===== config.mk =====
export PLATFORM = sky130hd
export DESIGN_NAME = frame_tail_gen
export DESIGN_NICKNAME = d
export VERILOG_FILES = /design/src/rtl/can_pkg.sv /design/src/rtl/frame_tail_gen_bit_sampler.sv /design/src/rtl/frame_tail_gen.sv
export SDC_FILE = /design/constraint.sdc
export NUM_CORES = 1
export LEC_CHECK = 0
export ABC_AREA = 1
export CORE_MARGIN = 2
export CORE_UTILIZATION = 40
export DETAILED_ROUTE_END_ITERATION = 8
export PLACE_DENSITY = 0.57
export SYNTH_ARGS = -nofsm -noshare
export SYNTH_HDL_FRONTEND = slang
export SYNTH_SLANG_ARGS = --single-unit

===== constraint.sdc =====
create_clock -name clk -period 2.1 [get_ports clk]
set_input_delay 0.42 -clock clk [delete_from_list [all_inputs] [get_ports clk]]
set_output_delay 0.42 -clock clk [all_outputs]
set_load 0.005 [all_outputs]

===== src/rtl/can_pkg.sv =====
// Shared CAN channel definitions: bus levels, frame-tail lengths, FSM encodings.
package can_pkg;

    localparam int unsigned EOF_LEN = 7;
    localparam int unsigned INT_LEN = 3;

    localparam logic RECESSIVE = 1'b1;
    localparam logic DOMINANT  = 1'b0;

    // Frame-tail position, one-hot.
    typedef enum logic [5:0] {
        IDLE         = 6'b000001,
        ARMED        = 6'b000010,
        ACK_SLOT     = 6'b000100,
        ACK_DELIM    = 6'b001000,
        EOF          = 6'b010000,
        INTERMISSION = 6'b100000
    } tail_state_t;

    // Samples collected for the current bit, one-hot.
    typedef enum logic [3:0] {
        SMP_NONE = 4'b0001,
        SMP_ONE  = 4'b0010,
        SMP_TWO  = 4'b0100,
        SMP_DONE = 4'b1000
    } smp_state_t;

    function automatic logic majority3(input logic a, input logic b, input logic c);
        return (a & b) | (a & c) | (b & c);
    endfunction

endpackage


===== src/rtl/frame_tail_gen_bit_sampler.sv =====
// bit_sampler: collects the samples of one bit time and produces one bit value.
// Ports: clk, reset (sync, active-high); bitStart restarts sampling; samplePulse
// marks a sample of dIn; rateSelector picks 3-sample majority (1) or first
// sample (0). bitVal/bitValid: registered bit value with a one-cycle valid.
module bit_sampler
    import can_pkg::*;
(
    input  logic clk,
    input  logic reset,
    input  logic bitStart,
    input  logic samplePulse,
    input  logic rateSelector,
    input  logic dIn,
    output logic bitVal,
    output logic bitValid
);

    smp_state_t state, state_nxt, base;
    logic       s0, s1, s0_nxt, s1_nxt;
    logic       val_nxt, valid_nxt;

    // A sample coinciding with bitStart belongs to the new bit, so restart first.
    always_comb begin
        base      = bitStart ? SMP_NONE : state;
        state_nxt = base;
        s0_nxt    = s0;
        s1_nxt    = s1;
        val_nxt   = bitVal;
        valid_nxt = 1'b0;
        if (samplePulse) begin
            unique case (base)
                SMP_NONE: begin
                    s0_nxt = dIn;
                    if (rateSelector) begin
                        state_nxt = SMP_ONE;
                    end else begin
                        state_nxt = SMP_DONE;
                        val_nxt   = dIn;
                        valid_nxt = 1'b1;
                    end
                end
                SMP_ONE: begin
                    s1_nxt    = dIn;
                    state_nxt = SMP_TWO;
                end
                SMP_TWO: begin
                    state_nxt = SMP_DONE;
                    val_nxt   = majority3(s0, s1, dIn);
                    valid_nxt = 1'b1;
                end
                SMP_DONE: begin
                    state_nxt = SMP_DONE;
                end
                default: state_nxt = SMP_NONE;
            endcase
        end
    end

    always_ff @(posedge clk) begin
        if (reset) begin
            state    <= SMP_NONE;
            s0       <= RECESSIVE;
            s1       <= RECESSIVE;
            bitVal   <= RECESSIVE;
            bitValid <= 1'b0;
        end else begin
            state    <= state_nxt;
            s0       <= s0_nxt;
            s1       <= s1_nxt;
            bitVal   <= val_nxt;
            bitValid <= valid_nxt;
        end
    end

endmodule


===== src/rtl/frame_tail_gen.sv =====
// frame_tail_gen: drives and checks the CAN frame tail (ACK slot, ACK delimiter,
// EOF, intermission) after the CRC delimiter.
// Ports: clk, reset (sync, active-high); start arms from IDLE and latches
// ackDrive as role (1 = receiver drives ACK); bitStart/samplePulse/rateSelector
// are the shared bit-timing strobes; dIn bus receive bit. dOut bus transmit bit,
// busy (not IDLE), one-cycle status pulses ackError, formError, overload,
// sofDetect, tailDone.
module frame_tail_gen
    import can_pkg::*;
#(
    parameter int unsigned EOF_LEN = can_pkg::EOF_LEN,
    parameter int unsigned INT_LEN = can_pkg::INT_LEN
) (
    input  logic clk,
    input  logic reset,
    input  logic start,
    input  logic ackDrive,
    input  logic bitStart,
    input  logic samplePulse,
    input  logic rateSelector,
    input  logic dIn,
    output logic dOut,
    output logic busy,
    output logic ackError,
    output logic formError,
    output logic overload,
    output logic sofDetect,
    output logic tailDone
);

    localparam int unsigned CNT_W = $clog2((EOF_LEN > INT_LEN) ? EOF_LEN : INT_LEN);

    tail_state_t       state, state_nxt;
    logic              role, role_nxt;
    logic [CNT_W-1:0]  cnt, cnt_nxt;
    logic              bit_val, bit_valid;
    logic              ack_err_nxt, form_err_nxt, ovl_nxt, sof_nxt, done_nxt;
    logic              dom, eof_last, int_last;

    bit_sampler u_sampler (
        .clk          (clk),
        .reset        (reset),
        .bitStart     (bitStart),
        .samplePulse  (samplePulse),
        .rateSelector (rateSelector),
        .dIn          (dIn),
        .bitVal       (bit_val),
        .bitValid     (bit_valid)
    );

    assign dom      = bit_valid && (bit_val == DOMINANT);
    assign eof_last = (cnt == CNT_W'(EOF_LEN - 1));
    assign int_last = (cnt == CNT_W'(INT_LEN - 1));

    // Evaluation of the current bit takes priority over advancing on bitStart.
    always_comb begin
        state_nxt    = state;
        role_nxt     = role;
        cnt_nxt      = cnt;
        ack_err_nxt  = 1'b0;
        form_err_nxt = 1'b0;
        ovl_nxt      = 1'b0;
        sof_nxt      = 1'b0;
        done_nxt     = 1'b0;
        unique case (state)
            IDLE: begin
                if (start) begin
                    state_nxt = ARMED;
                    role_nxt  = ackDrive;
                    cnt_nxt   = '0;
                end
            end
            ARMED: begin
                if (bitStart) state_nxt = ACK_SLOT;
            end
            ACK_SLOT: begin
                if (bit_valid && !role && bit_val == RECESSIVE) begin
                    ack_err_nxt = 1'b1;
                    state_nxt   = IDLE;
                end else if (bitStart) begin
                    state_nxt = ACK_DELIM;
                end
            end
            ACK_DELIM: begin
                if (dom) begin
                    form_err_nxt = 1'b1;
                    state_nxt    = IDLE;
                end else if (bitStart) begin
                    state_nxt = EOF;
                    cnt_nxt   = '0;
                end
            end
            EOF: begin
                if (dom) begin
                    // A receiver seeing dominant in the last EOF bit treats it as overload.
                    if (eof_last && role) ovl_nxt = 1'b1;
                    else                  form_err_nxt = 1'b1;
                    state_nxt = IDLE;
                end else if (bitStart) begin
                    if (eof_last) begin
                        state_nxt = INTERMISSION;
                        cnt_nxt   = '0;
                    end else begin
                        cnt_nxt = cnt + 1'b1;
                    end
                end
            end
            INTERMISSION: begin
                if (bit_valid && (dom || int_last)) begin
                    if (!dom)          done_nxt = 1'b1;
                    else if (int_last) sof_nxt  = 1'b1;
                    else               ovl_nxt  = 1'b1;
                    state_nxt = IDLE;
                end else if (bitStart) begin
                    if (int_last) state_nxt = IDLE;
                    else          cnt_nxt   = cnt + 1'b1;
                end
            end
            default: state_nxt = IDLE;
        endcase
    end

    always_ff @(posedge clk) begin
        if (reset) begin
            state     <= IDLE;
            role      <= 1'b0;
            cnt       <= '0;
            dOut      <= RECESSIVE;
            busy      <= 1'b0;
            ackError  <= 1'b0;
            formError <= 1'b0;
            overload  <= 1'b0;
            sofDetect <= 1'b0;
            tailDone  <= 1'b0;
        end else begin
            state     <= state_nxt;
            role      <= role_nxt;
            cnt       <= cnt_nxt;
            dOut      <= (state_nxt == ACK_SLOT && role_nxt) ? DOMINANT : RECESSIVE;
            busy      <= (state_nxt != IDLE);
            ackError  <= ack_err_nxt;
            formError <= form_err_nxt;
            overload  <= ovl_nxt;
            sofDetect <= sof_nxt;
            tailDone  <= done_nxt;
        end
    end

endmodule


==> results_dict.tcl <==
set metrics [dict create \
    r2r_end "cnt[2]" \
    dp_hpwl_um 2430 \
    routed_wl_um 3120 \
    ios 15 \
    vias 1332 \
    p_seq_share_pct 55.7 \
    cts_tree "yes" \
    critPathArrivalTime_ps 1830 \
    met1_length_um 1460 \
    drv_slew 0 \
    syn-instance-count 205 \
    regToRegStartpoint "cnt[0]" \
    rr_worst_depth 9 \
    place_congestion 0.863 \
    synth_cell_type_count 31 \
    cp-end-kind "flop" \
    rows 21 \
    switching_power_uw 283 \
    p_sw_share_pct 30.6 \
    critPathLaunchType "primary input" \
    critical_path_required_ps 2310 \
    power_frac_comb_pct 20.7 \
    root_buffer "clkbuf_4" \
    largestRegisters "state x6, u_sampler.state x4, cnt x3" \
    synth_area_um2 1400 \
    clkLatencyLatePin_ps 310 \
    htreeDepth 1 \
    antenna_cells 0 \
    die-width_um 63.1 \
    coreArea_um2 3340 \
    tns_ps 0 \
    syn_nets 215 \
    max_freq_mhz 619 \
    synthToLayoutAreaGrowth_pct 16.1 \
    start_util_pct 41.8 \
    rrSetupSlack_ps 540 \
    fin_skew_ps 1.19 \
    dp.cells 264 \
    synth-async-reset-ratio_pct 0 \
    setup_viol_count_final 0 \
    grt_use_total_pct 16.4 \
    vias_per_cell 4.97 \
    peakVddDrop_mv 0.345 \
    internal_power_uw 642 \
    cts_setup_buffers 0 \
    worst_slew_pin_slew_ps 307 \
    power_density_nw_per_um2 571 \
    routed.top_layer "met4" \
    ctsResizeCount 0 \
    min-delay-start "u_sampler.s1" \
    nNetsFinal 233 \
    drcViolationCount 0 \
    avgSynthCellArea_um2 6.81 \
    regMostFlops "state" \
    fillCellCount 339 \
    first_pass_iters 6 \
    fin_crit_sh_pct 76.9 \
    pwr-share-clk_pct 23.6 \
    holdPathStages 2 \
    die_h_um 63.1 \
    hold_violations 0 \
    routedWlPerCell_um 11.6 \
    ys.flop_type "dfxtp_1" \
    wl_met2_um 1460 \
    cts.path.max_buffers 2 \
    seq_area_frac_synth_pct 35.9 \
    p_leak_nw 0.742 \
    grt_overflow 0 \
    min_to "u_sampler.s1" \
    grt_pass1_wl_um 5260 \
    clock_sinks 25 \
    drtIter0Drc 82 \
    clk_pin_slew_ps 140 \
    drive_above_1_share_pct 13.5 \
    cp_max_fo 7 \
    hold_path.class "flop to flop" \
    layoutNonFillerInstCount 268 \
    min_period_ps 1610 \
    rsz0062_at_grt "no" \
    largest_reg_flops 6 \
    relSlewSlack_pct 79.4 \
    path_class "primary input to flop" \
    holdBufCountCts 0 \
    status "complete, no violations" \
    fp.dieArea_um2 3980 \
    drtAntennaViolNets 0 \
    grt_pass1_vias 1225 \
    wl_met3_um 149 \
    synth_edf_count 0 \
    ys_warn_count 0 \
    ys_seq_elements 25 \
    antenna_found_initial 0 \
    cts_buffers 3 \
    grt_start_max_net_pins 15 \
    io_buffers 14 \
    cap_violations 0 \
]
power by group through the flow:
stage / Sequential (mW) / Combinational [mW] / Clock (mW)
detailed placement: 0.526 / 0.191 / 0
CTS: 0.515 / 0.191 / 0.228
global route: 0.519 / 0.214 / 0.250
global placement: 0.525 / 0.187 / 0
finish: 0.515 / 0.191 / 0.219
floorplan: 0.522 / 0.140 / 0
routing by layer:
| layer | vias to the layer above | GRT usage [%] |
|---|---|---|
| met3 | 6 | 2.32 |
| met1 | 582 | 21.7 |
| li1 | 700 | - |
| met2 | 44 | 26.9 |
| met4 | 0 | 6.39 |
| met5 | - | 0 |
synth_stat cells (2+ instances only):
cell type | count | share of area [%]
inv_2 | 5 | 1.3
nand3_1 | 16 | 5.7
o21ai_0 | 12 | 4.3
dfxtp_1 | 25 | 36
nor3_1 | 4 | 1.4
nor2_2 | 4 | 1.8
nor2_1 | 18 | 4.8
nand4_1 | 6 | 2.7
ha_1 | 2 | 1.8
a21oi_1 | 8 | 2.9
nand2_1 | 37 | 10
o211ai_1 | 2 | 1.1
nand2_2 | 5 | 2.2
nor2_4 | 4 | 3.2
inv_1 | 35 | 9.4
o21ai_1 | 2 | 0.72
o22ai_1 | 3 | 1.3
clkbuf_1 | 2 | 0.54
nand3_2 | 3 | 2.2
how the worst max path moves through the flow:
stage              from               end  cells past startpoint  slack, ps
4_1_cts        bitStart  u_sampler.bitVal                     10        500
3_3_place_gp   bitStart  u_sampler.bitVal                     10        210
5_1_grt        bitStart      u_sampler.s0                      8        380
2_1_floorplan  bitStart  u_sampler.bitVal                     10        720
3_5_place_dp   bitStart  u_sampler.bitVal                     10        150
6_report       bitStart  u_sampler.bitVal                     10        490
area by class of cell:
| class | count | area (um^2) | share of cell area (%) |
|---|---|---|---|
| Clock buffer | 3 | 22.5 | 1.39 |
| Multi-Input combinational cell | 135 | 717 | 44.2 |
| Timing Repair Buffer | 16 | 155 | 9.58 |
| Tap cell | 46 | 57.6 | 3.55 |
| Inverter | 42 | 163 | 10.0 |
| Sequential cell | 25 | 500 | 30.9 |
| Clock inverter | 1 | 5.00 | 0.309 |
layout by cell type (no fill, tap or decap):
cell,instances
buf_4,2
nand2_2,5
clkinv_2,1
clkbuf_4,3
nand3_2,3
nor4_1,1
o21ai_0,12
nand2_1,37
a41oi_1,1
nor2_1,18
o211ai_1,2
a31oi_1,1
o22ai_1,3
dfxtp_1,25
clkinv_4,1
nor3_2,1
o221ai_1,1
o311ai_1,1
xor2_1,1
and2_1,1
inv_2,5
ha_1,2
clkdlybuf4s50_1,14
inv_1,35
a21oi_2,1
clkinv_1,1
nand4_1,6
nor2_2,4
nor3_1,4
o21ai_1,2
nor2_4,4
a21oi_1,8
nand3_1,16
cell families (layout without fill, tap and decap cells):
kind of cell | after synthesis | after routing | synth area share [%]
XOR/XNOR | 1 | 1 | 0.628
AND/OR/NAND/NOR | 100 | 100 | 35.7
AO/OA/AOI/OAI | 32 | 32 | 13.3
buffers and inverters | 45 | 62 | 12.7
adder cells (fa/ha/maj) | 2 | 2 | 1.79
flip-flops | 25 | 25 | 35.9
through the flow:
stage          setup WS, ps  hold slack [ps]  power [mW]  util (%)  area [um^2]
2_1_floorplan           715              440       0.662         -         1400
6_report                486              505       0.924      48.6         1620
5_1_grt                 375              527       0.983      48.6         1620
3_3_place_gp            212              461       0.712      47.7         1590
3_5_place_dp            152              471       0.717      47.7         1590
4_1_cts                 502              508       0.934      48.6         1620
critical path, stage by stage:
cell	delay [ps]
clkdlybuf4s50_1	530
inv_2	90
nand2_1	120
inv_1	70
nor3_2	170
inv_1	80
nand2_1	110
nand2_1	100
nand2_1	70
nand3_1	70
No activity file was read; power rests on OpenSTA's default activity.
